**config.mk**
```make
export PLATFORM = sky130hd
export DESIGN_NAME = regfile_read_port
export DESIGN_NICKNAME = d
export VERILOG_FILES = /design/src/rtl/regfile_read_port.sv
export SDC_FILE = /design/constraint.sdc
export NUM_CORES = 1
export LEC_CHECK = 0
export ABC_AREA = 0
export BUFFER_PORTS_ARGS = -buffer_cell sky130_fd_sc_hd__buf_2
export CORE_AREA = 4 4 435 437
export DETAILED_ROUTE_END_ITERATION = 8
export DIE_AREA = 0 0 439 441
export PLACE_DENSITY = 0.3
export SLEW_MARGIN = 20
export SYNTH_ARGS = -nofsm -noshare
export SYNTH_HDL_FRONTEND = slang
export SYNTH_SLANG_ARGS = --single-unit
```
**constraint.sdc**
```tcl
create_clock -name clk -period 2.05 [get_ports clk]
set_input_delay 0.1025 -clock clk [delete_from_list [all_inputs] [get_ports clk]]
set_output_delay 0.1025 -clock clk [all_outputs]
set_load 0.01 [all_outputs]
```
**src/rtl/regfile_read_port.sv**
```systemverilog
// Read-side front end for the register array. Requests are handshaked in,
// the selected register is sampled with same-cycle write forwarding, and the
// result is returned through a 2-entry response FIFO.
// Ports:
//   clk, clr                   clock, synchronous active-high reset
//   req_valid/req_ready        request handshake, req_addr selects register
//   wr_en/wr_addr/wr_data      array write happening this cycle (forwarding)
//   reg_q                      flattened array outputs, reg i at [i*WIDTH +: WIDTH]
//   resp_valid/resp_ready      response handshake
//   resp_data/resp_addr        head entry of the response FIFO
//   count                      occupied FIFO entries (0..2)
module regfile_read_port #(
    parameter int unsigned WIDTH  = 32,
    parameter int unsigned NREG   = 32,
    parameter int unsigned ADDR_W = 5,
    parameter int unsigned DEPTH  = 2
) (
    input  logic                   clk,
    input  logic                   clr,
    input  logic                   req_valid,
    output logic                   req_ready,
    input  logic [ADDR_W-1:0]      req_addr,
    input  logic                   wr_en,
    input  logic [ADDR_W-1:0]      wr_addr,
    input  logic [WIDTH-1:0]       wr_data,
    input  logic [NREG*WIDTH-1:0]  reg_q,
    output logic                   resp_valid,
    input  logic                   resp_ready,
    output logic [WIDTH-1:0]       resp_data,
    output logic [ADDR_W-1:0]      resp_addr,
    output logic [1:0]             count
);

    localparam logic [1:0] FULL = 2'(DEPTH);

    typedef struct packed {
        logic [ADDR_W-1:0] addr;
        logic [WIDTH-1:0]  data;
    } entry_t;

    entry_t            buf_q [2];
    entry_t            buf_d [2];
    logic              rd_ptr_q, rd_ptr_d;
    logic              wr_ptr_q, wr_ptr_d;
    logic [1:0]        count_q, count_d;
    logic              resp_valid_q, resp_valid_d;
    logic              req_ready_q, req_ready_d;
    logic [WIDTH-1:0]  resp_data_q, resp_data_d;
    logic [ADDR_W-1:0] resp_addr_q, resp_addr_d;

    logic              accept;
    logic              pop;
    logic [WIDTH-1:0]  sample_data;

    // Value captured on accept: zero for r0/out-of-range, else forwarded write or array
    always_comb begin
        sample_data = '0;
        if (req_addr != '0 && 32'(req_addr) < NREG) begin
            if (wr_en && wr_addr == req_addr) begin
                sample_data = wr_data;
            end else begin
                sample_data = reg_q[32'(req_addr) * WIDTH +: WIDTH];
            end
        end
    end

    // FIFO next state; head outputs and ready are precomputed so they come from flops
    always_comb begin
        buf_d        = buf_q;
        rd_ptr_d     = rd_ptr_q;
        wr_ptr_d     = wr_ptr_q;
        count_d      = count_q;
        resp_data_d  = resp_data_q;
        resp_addr_d  = resp_addr_q;

        accept = req_valid && req_ready_q;
        pop    = resp_valid_q && resp_ready;

        if (accept) begin
            buf_d[wr_ptr_q].addr = req_addr;
            buf_d[wr_ptr_q].data = sample_data;
            wr_ptr_d             = ~wr_ptr_q;
        end
        if (pop) begin
            rd_ptr_d = ~rd_ptr_q;
        end

        case ({accept, pop})
            2'b10:   count_d = count_q + 2'd1;
            2'b01:   count_d = count_q - 2'd1;
            default: count_d = count_q;
        endcase

        resp_valid_d = (count_d != 2'd0);
        req_ready_d  = (count_d < FULL);
        // Head data holds its last value once the FIFO drains
        if (count_d != 2'd0) begin
            resp_data_d = buf_d[rd_ptr_d].data;
            resp_addr_d = buf_d[rd_ptr_d].addr;
        end
    end

    // State registers
    always_ff @(posedge clk) begin
        if (clr) begin
            buf_q[0]     <= '0;
            buf_q[1]     <= '0;
            rd_ptr_q     <= 1'b0;
            wr_ptr_q     <= 1'b0;
            count_q      <= 2'd0;
            resp_valid_q <= 1'b0;
            req_ready_q  <= 1'b1;
            resp_data_q  <= '0;
            resp_addr_q  <= '0;
        end else begin
            buf_q        <= buf_d;
            rd_ptr_q     <= rd_ptr_d;
            wr_ptr_q     <= wr_ptr_d;
            count_q      <= count_d;
            resp_valid_q <= resp_valid_d;
            req_ready_q  <= req_ready_d;
            resp_data_q  <= resp_data_d;
            resp_addr_q  <= resp_addr_d;
        end
    end

    assign req_ready  = req_ready_q;
    assign resp_valid = resp_valid_q;
    assign resp_data  = resp_data_q;
    assign resp_addr  = resp_addr_q;
    assign count      = count_q;

endmodule

```
# [Yosys cells after proc, flatten, opt, wreduce, memory -nomap -nowiden]
# Cells that the tools add are included.
[totals] regBits=117 latch_bits=0 ram_bits=0 romBits=0 input_bits=1071 out_inout_bits=41 word_cells=45 n_memories=0
[classes] add_sub_neg=2 n_mul=0 div_mod_pow=0 magnitude_cmp=4 n_eq_ne=3 shifts=1 mux=14 n_bitwise=4 reduce_logical=6
[ops] op="variable part select 1024 x 11 -> 32 bit" n=1
[ops] op="bitwise mux 74 bit" n=2
[ops] op="two-way mux 37 bit" n=4
[ops] op="two-way mux 32 bit" n=3
[ops] op="demux 37 bit (select 1 bit)" n=2
[ops] op="two-way mux 74 bit" n=1
[ops] op="== test 5 bit" n=1
[ops] op="nonzero test 5 bit" n=1
[ops] op=">= comparator 2 bit (second input constant)" n=2
[ops] op="logical AND 1 bit" n=4
[ops] op="NOT 1 -> 2 bit" n=2
[ops] op="one-hot mux 2 bit (2 select lines)" n=1
[ops] op="adder 2 x 1 -> 2 bit (second input constant)" n=1
[ops] op="== test 2 x 1 -> 1 bit (second input constant)" n=1
[ops] op="== test 2 bit (second input constant)" n=1
[ops] op="< comparator 2 x 1 -> 1 bit (second input constant)" n=1
[ops] op="< comparator 2 bit (second input constant)" n=1
[ops] op="NOT 1 bit" n=2
[ops] op="nonzero test 2 bit" n=1
[ops] op="subtractor 2 x 1 -> 2 bit (second input constant)" n=1
[ops] op="two-way mux 1 bit" n=1

# [Longest topological paths before layout]
# Gate-level depths: netlist (run 1).
[logic_depth] word_depth=11 depth_mapped=11 ltp_nobuf=9

# [Worst setup path after synthesis (run 1)]
# No wires, ideal clock.
[synth_timing] kind="register to register" from="register req_ready_q (netlist: req_ready)" to="register resp_data_q[10] (netlist: resp_data[10])" setup_ps=83 arrival_time_ps=2131 t_required_ps=1967 slack_ps=-164 path_stages_with_launch=10 n_path_buf=3 period_less_slack_ps=2214 path_cell_list="dfxtp_1 nand2_1 clkbuf_1 ha_1 nor2b_1 a22o_1 clkbuf_1 clkbuf_1 nand3b_1 o221ai_1"
[synth_via] elab_chain_cells=5 elab_cells_between_ends=9 cone_classes="eq/ne (2); mux (5); reduce/logical (2)"
[synth_rtl] item="start: declaration" line="47" text="logic req_ready_q, req_ready_d;"
[synth_rtl] item="start signal: assignment" line="121" text="req_ready_q <= req_ready_d;"
[synth_rtl] item="logical AND 1 bit (*)" line="76" text="accept = req_valid && req_ready_q;"
[synth_rtl] item="two-way mux 74 bit" line="79" text="if (accept) begin"
[synth_rtl] item="two-way mux 37 bit (3 in series)"
[synth_rtl] item="end signal: assignment" line="122" text="resp_data_q <= resp_data_d;"
[synth_rtl] item="end: declaration" line="48" text="logic [WIDTH-1:0] resp_data_q, resp_data_d;"
# Every way passes the cells marked *; elsewhere a longest branch is shown, timed or not. The select of a mux whose other input is x is not followed.
# A chain may end at the register's enable or synchronous reset.

# [Final worst setup path (run 1)]
[layout_timing] from="input port req_addr[0]" to="register buf_q[10] in the netlist's numbering"
[layout_via] elab_chain_cells=6 elab_cells_between_ends=8 cone_classes="eq/ne (1); shift (1); mux (4); reduce/logical (2)"
[layout_rtl] item="start: declaration" line="22" text="input logic [ADDR_W-1:0] req_addr,"
[layout_rtl] item="parallel branches: the longest is 3 deep, another holds variable part select 1024 x 11 -> 32 bit"
[layout_rtl] item="two-way mux 32 bit (*)" line="58" text="if (req_addr != '0 && 32'(req_addr) < NREG) begin"
[layout_rtl] item="bitwise mux 74 bit (*)" line="81" text="buf_d[wr_ptr_q].data = sample_data;"
[layout_rtl] item="two-way mux 74 bit (*)" line="79"
[layout_rtl] item="end signal: assignment" line="116" text="buf_q <= buf_d;"
[layout_rtl] item="end: declaration" line="41" text="entry_t buf_q [2];"
# Every way passes the cells marked *.

==> results.ini, run 1 <==
[routing]
vias_per_cell = 3.63
final_antenna_net_count = 0
drtIter0Drc = 1095
wl_um = 165000
first_pass_iters = 5
drc = 0
via_count = 19600
wl_per_cell_um = 30.5

[cts]
cts_tree = done
cts.path.max_buffers = 2
clkLatencyLatePin_ps = 460
cts_max_level = 4
numCtsBuffers = 17
clk_pin_slew_worst_paths_ps = 60
clockRootBuffer = clkbuf_16
cts_num_sinks = 117

[synth]
synth_seq_cells = 117
netlist_top_cells_count = 368 x mux2i_1, 120 x a221oi_1, 117 x dfxtp_1
yosysSeqAreaShare_pct = 17.4
syn_nets = 2513
synthCells = 1441
yosys-top-cells-area = mux2i_1 27%, dfxtp_1 17%, mux4_2 12%
synth_cell_types = 47
mappedNetlistArea_um2 = 13400
ys_warn_count = 0
yosys.area.top_type = mux2i_1
syn_area_per_cell_um2 = 9.33
yosysMostFrequentCell = mux2i_1
synth_top_area_share_pct = 27.4
async_reset_ff_share_pct = 0
synth_edf_count = 0
synth_ff_type = dfxtp_1

[grt]
grt-ovfl-total = 0
antenna_found_initial = 110
grt_max_degree = 54
grt_use_total_pct = 16.0
grt_first_pass_wirelength_um = 205000
grt_pass1_vias = 20400

[final_layout]
utilization_pct = 15.9
num-fill-cells = 21100
regArea_um2 = 2340
multi_input_area_um2 = 12300
areaGrowthSynthToFinish_pct = 119
drive_above_1_share_pct = 68.0
fin_cells = 5405
finalNetCount = 3960

[sta]
tightest_slew_ps = 930
period_share_pct = 105
fin_ws_ps = -92.7
finClkSkew_ps = 9.81
hold_viol = 0
rsz0062_at_grt = true
min_period_ps = 2140
slew_viol_final = 0
fmax_mhz = 467
maxSlewHeadroom_pct = 38.0
setup_viol = 4

[floorplan]
io_pins = 1112
rows = 158
core_um2 = 185000
dieArea_um2 = 194000
die_w_um = 439
die_y_um = 441
initial_core_util_pct = 7.26

[pwr]
cellLeakagePower_nw = 12.7
ir_drop_v = 0.000613
switching_share_pct = 42.7
power_mw = 15.5
switching_power_mw = 6.62
p_int_mw = 8.90
pwr-share-comb_pct = 59.2
power.density_nw_per_um2 = 527
sequentialPowerShare_pct = 19.9
pwr-share-clk_pct = 20.9

[place]
gp_congestion = 0.880
place.port_buffers = 1111
dp_cells = 5230
post-place-ws_ps = -1100
post-dp-hpwl_um = 140000

[critical_path]
worstPathRequired_ps = 2390
r2r_slack_ps = 160
critical_path.max_stage_delay_ps = 520
critPathSlowestCell = mux4_2
path_class = in2reg
crit_chain = buf_16 -> buf_16 -> buf_12 -> buf_16 -> mux4_2 -> and2_4 -> a211oi_4 -> buf_12 -> nor4_1 -> a221oi_1 -> buf_4 -> nor2_1
critPathArrivalTime_ps = 2480
crit_top_cell = buf_16
cp-start-kind = input port
cp_max_fo = 8
endpoint_kind = flip-flop

[outcome]
status = complete, but fails checks
failed_checks = negative setup slack

[job]
cap_violations = 0

[worst_hold_path]
min_path_type = in2reg

==> cells by family (layout without fill, tap and decap cells) <==
group                      Yosys count  after routing  share of synthesized area (%)
DFF                                117            117                           17.4
buffers and inverters              184           1643                           6.80
adders and majority gates            1              1                         0.0931
xor gates and xnor gates            11             11                          0.717
AOI/OAI and AO/OA                  379            379                           22.9
and+or+nand+nor                    308            308                           12.5
muxes                              441            441                           39.5
other                                0             25                              0
==> placed cells by master (no fill, tap or decap), types with 33 or more instances in the layout <==
| master | Yosys | routed |
|---|---|---|
| a221oi_1 | 120 | 72 |
| a221oi_2 | 3 | 48 |
| a22oi_1 | 61 | 52 |
| and2_1 | 62 | 41 |
| buf_12 | 1 | 70 |
| buf_2 | 34 | 1105 |
| buf_4 | 17 | 316 |
| buf_6 | 13 | 51 |
| dfxtp_1 | 117 | 117 |
| mux2i_1 | 368 | 295 |
| mux2i_2 | 0 | 40 |
| mux2i_4 | 0 | 33 |
| mux4_2 | 72 | 72 |
| nand3b_1 | 33 | 33 |
| nor2_1 | 86 | 83 |
| o221ai_1 | 95 | 61 |
==> critical path: cells and delay by family <==
family	cells	cell delay (ps)
buffers and inverters	6	930
multiplexers	1	520
AND/OR/NAND/NOR	3	270
AO/OA/AOI/OAI	2	590
==> through the flow <==
stage	hold slack (ps)	instance area (µm²)	TNS (ps)
after floorplan	250	13500	-387
after global placement	402	25000	-71180
after detailed placement	409	25000	-72740
after CTS	19.0	28000	-651
after global routing	32.7	29400	-2010
final	46.2	29400	-209
==> power groups by stage <==
stage / registers, mW / logic, mW / clock network (mW)
2_1_floorplan: 3.19 / 3.08 / 0
3_3_place_gp: 3.13 / 8.26 / 0
3_5_place_dp: 3.14 / 8.25 / 0
4_1_cts: 3.10 / 9.02 / 3.34
5_1_grt: 3.16 / 9.92 / 3.42
6_report: 3.09 / 9.19 / 3.24
==> final cells by class <==
| class | count | share of cell area [%] |
|---|---|---|
| sequential | 117 | 7.95 |
| clock inverter | 13 | 0.578 |
| inverter | 4 | 0.0595 |
| antenna | 25 | 0.212 |
| tap | 2480 | 10.5 |
| clock buffer | 18 | 1.49 |
| timing repair buffer | 1608 | 37.4 |
| multi-input combinational | 1140 | 41.8 |
==> registers in the layout (all words and copies together), names as in the netlist <==
signal and cells:
resp_addr 5, resp_valid 1, wr_ptr_q 1, rd_ptr_q 1, buf_q 74, resp_data 32
req_ready 1, count 2
==> routing by layer <==
metal	track usage [%]	up-vias	wire length [µm]
li1	-	8855	-
met1	20.3	9669	68800
met2	28.1	861	81300
met3	3.82	210	11500
met4	2.15	50	3000
met5	0	-	337
==> final timing paths <==
check                             start                         end  depth (start not counted)
setup / recovery            req_addr[0]        buf_q[10]$_SDFF_PP0_                         12
hold / removal              wr_data[10]        buf_q[47]$_SDFF_PP0_                          3
setup reg to reg  resp_valid$_SDFF_PP0_  resp_data[15]$_SDFFE_PP0P_                          9
hold reg to reg    buf_q[34]$_SDFF_PP0_        buf_q[34]$_SDFF_PP0_                          2
==> repair_timing <==
item / in CTS / in global routing
cloned: 11 / 6
hold buffers: 28 / 0
setup endpoints to repair: 88 / 78
buffers inserted: 42 / 37
endpoints found under the hold margin: 55 / 0
resized for setup: 270 / 177
pin swaps: 39 / 44
Note: power is estimated with default switching activity, not from simulation.
==> run 2, diff against run 1 <==
MAX_ROUTING_LAYER = met4   (was default)
==> run 2 against run 1 <==
The run still ends with negative setup slack left. Non-clock buffer count rose by 80. Worst hold slack got worse by 29 ps. Critical endpoint is now resp_data[12]$_SDFFE_PP0P_. Highest routed layer is now met4. Total power rose by 4.6%. Core utilization rose by 1.0 points. Via count rose by 3.0%. First-iteration DRC count fell by 3.5%. Worst setup slack improved by 23 ps. Combinational power rose by 6.7%. Die area did not move. Fmax rose by 1.1%. Final cell count rose by 1.7%.
==> results.ini, run 2 (synthesis results as in run 1) <==
[final_layout]
areaGrowthSynthToFinish_pct = 133
drive_above_1_share_pct = 72.0  ; +4.0 points
largest-register = buf_q
fin_area_um2 = 31300  ; +6.4%
finalNetCount = 4040  ; +2.0%
largest_reg_flops = 74  ; unchanged
num-fill-cells = 21000  ; -0.23%
final_common_cell = buf_2
final_cell_mix = 1106 x buf_2, 362 x buf_4, 277 x mux2i_1

[critical_path]
crit_chain = buf_16 -> buf_16 -> buf_12 -> buf_12 -> buf_8 -> xnor2_2 -> nand2_2 -> buf_6 -> o21bai_4 -> buf_12 -> clkbuf_16 -> nor4_1 -> a221oi_1 -> o221ai_1
critPathArrivalTime_ps = 2440  ; -40 ps
worstPathRequired_ps = 2370  ; -20 ps
critical_path.max_stage_delay_ps = 320  ; -200 ps
cp-start-kind = input port
critPathSlowestCell = a221oi_1
endpoint_kind = flip-flop
cp_max_fo = 7  ; -1
path_buf_inv = 8  ; +2
r2r_slack_ps = 150  ; about the same
path_class = in2reg
crit_top_cell = buf_12
r2r_end = resp_data[31]$_SDFFE_PP0P_
worstRegToRegCells = 9  ; unchanged
critical-path-top-delay-family = buffers and inverters
crit-reg2reg-launch = resp_valid$_SDFF_PP0_

[sta]
tightest_slew_ps = 656  ; -274 ps
hold_viol = 0  ; unchanged
min_period_ps = 2120  ; -22.9 ps
finClkSkew_ps = 12.9  ; +3.13 ps
period_share_pct = 103  ; -1.1 points
fmax_mhz = 472  ; +1.1%
maxSlewHeadroom_pct = 56.2  ; +18 points
rsz0062_at_grt = true
hold_ws_ps = 17.2  ; -29.0 ps
slew_viol_final = 0  ; unchanged
fin_ws_ps = -69.8  ; +22.9 ps
setup_viol = 23  ; +19

[worst_hold_path]
min_from = wr_data[5]
min_path_type = in2reg
whs_path_depth = 3  ; unchanged
hold_end = buf_q[42]$_SDFF_PP0_

[place]
post-dp-hpwl_um = 140000  ; +0.32%
place_area_um2 = 25200  ; +0.68%
gp_congestion = 0.880  ; about the same
place.port_buffers = 1111  ; unchanged

[pwr]
ir_drop_v = 0.000601  ; -2.0%
power.density_nw_per_um2 = 518  ; -1.8%
cellLeakagePower_nw = 13.4  ; +5.2%

[floorplan]
core_um2 = 185000  ; unchanged
io_pins = 1112  ; unchanged
die_w_um = 439  ; unchanged
dieArea_um2 = 194000  ; unchanged
die_y_um = 441  ; unchanged
initial_core_util_pct = 7.26  ; unchanged
rows = 158  ; unchanged

[grt]
grt_use_total_pct = 16.5  ; +0.48 points
grt-ovfl-total = 0  ; unchanged
grt_first_pass_wirelength_um = 206000  ; +0.28%
antenna_found_initial = 102  ; -7.3%
grt_pass1_vias = 20600  ; +1.1%
grt_max_degree = 53  ; -1.9%

[routing]
final_antenna_net_count = 0  ; unchanged
vias_per_cell = 3.68  ; +1.2%
wl_per_cell_um = 30.5  ; about the same
wl_um = 168000  ; +1.7%
first_pass_iters = 5  ; unchanged
drc = 0  ; unchanged
drtIter0Drc = 1057  ; -3.5%
via_count = 20200  ; +3.0%

[cts]
clkLatencyLatePin_ps = 460  ; about the same
clockRootBuffer = clkbuf_16
cts_tree = done
cts_max_level = 4  ; unchanged
numCtsBuffers = 17  ; unchanged
clk_pin_slew_worst_paths_ps = 70  ; about the same
cts_num_sinks = 117  ; unchanged
cts.path.max_buffers = 2  ; unchanged

[job]
cap_violations = 0  ; unchanged

[outcome]
status = complete, but fails checks
failed_checks = negative setup slack

==> run 2: final cells by class <==
| class | count | area, µm² | share of cell area, % |
|---|---|---|---|
| repair buffers | 1688 | 12000 | 38.4 |
| clock buffers | 17 | 425 | 1.36 |
| diodes | 38 | 95.1 | 0.303 |
| flip-flops and latches | 117 | 2340 | 7.47 |
| clock inverters | 15 | 195 | 0.623 |
| inverters | 4 | 17.5 | 0.0559 |
| well taps | 2480 | 3100 | 9.90 |
| multi-input cells | 1140 | 13100 | 41.9 |
==> run 2: worst register-to-register path, cell delays in order (launching register included) <==
cell,delay (ps)
dfxtp_1,300
nand2_1,100
inv_1,60
ha_1,350
nor2_1,160
xnor2_1,100
a21oi_2,230
nand2_2,130
buf_12,180
o221ai_1,210
==> run 2: how the worst max path moves through the flow <==
| stage | endpoint | cells past startpoint | startpoint | slack, ps |
|---|---|---|---|---|
| final | resp_data[12]$_SDFFE_PP0P_ | 14 | req_addr[0] | -70 |
| after global routing | resp_data[16]$_SDFFE_PP0P_ | 13 | req_addr[0] | -130 |
| after CTS | buf_q[17]$_SDFF_PP0_ | 11 | req_addr[0] | -70 |
| after detailed placement | buf_q[0]$_SDFF_PP0_ | 13 | req_addr[0] | -1490 |
| after global placement | buf_q[37]$_SDFF_PP0_ | 13 | req_addr[0] | -1510 |
| after floorplan | resp_data[5]$_SDFFE_PP0P_ | 11 | req_addr[0] | -20 |
==> run 2: routing by layer <==
| metal | GRT usage (%) | part of all wire (%) | vias up |
|---|---|---|---|
| li1 | - | - | 9050 |
| met1 | 20.9 | 43 | 10200 |
| met2 | 28.5 | 50 | 820 |
| met3 | 2.64 | 5.1 | 134 |
| met4 | 1.79 | 1.2 | 0 |
| met5 | - | 0 | - |
==> run 2: stage by stage <==
stage	total power, mW	setup TNS, ps	setup WS, ps	utilization, %	cells
6_report	16.2	-638	-69.8	16.9	5499
5_1_grt	17.1	-3190	-133	16.9	5493
4_1_cts	15.8	-887	-69.7	15.6	5372
3_5_place_dp	11.4	-75470	-1490	13.6	5241
3_3_place_gp	11.4	-75620	-1510	13.6	5241
2_1_floorplan	6.27	-387	-17.3	-	1441
==> run 2: report_power, final <==
| group | switching, mW | internal (mW) |
|---|---|---|
| clock network | 1.35 | 1.94 |
| registers | 0.343 | 2.79 |
| logic | 5.32 | 4.49 |
| total | 7.01 | 9.22 |
==> run 2: repair_timing <==
action,CTS,global route
setup buffers,65,82
hold buffers,26,0
gates resized for setup,352,253
endpoints found under the setup margin,92,86
hold endpoints to repair,61,0
gates cloned,11,12
pin swaps,50,51
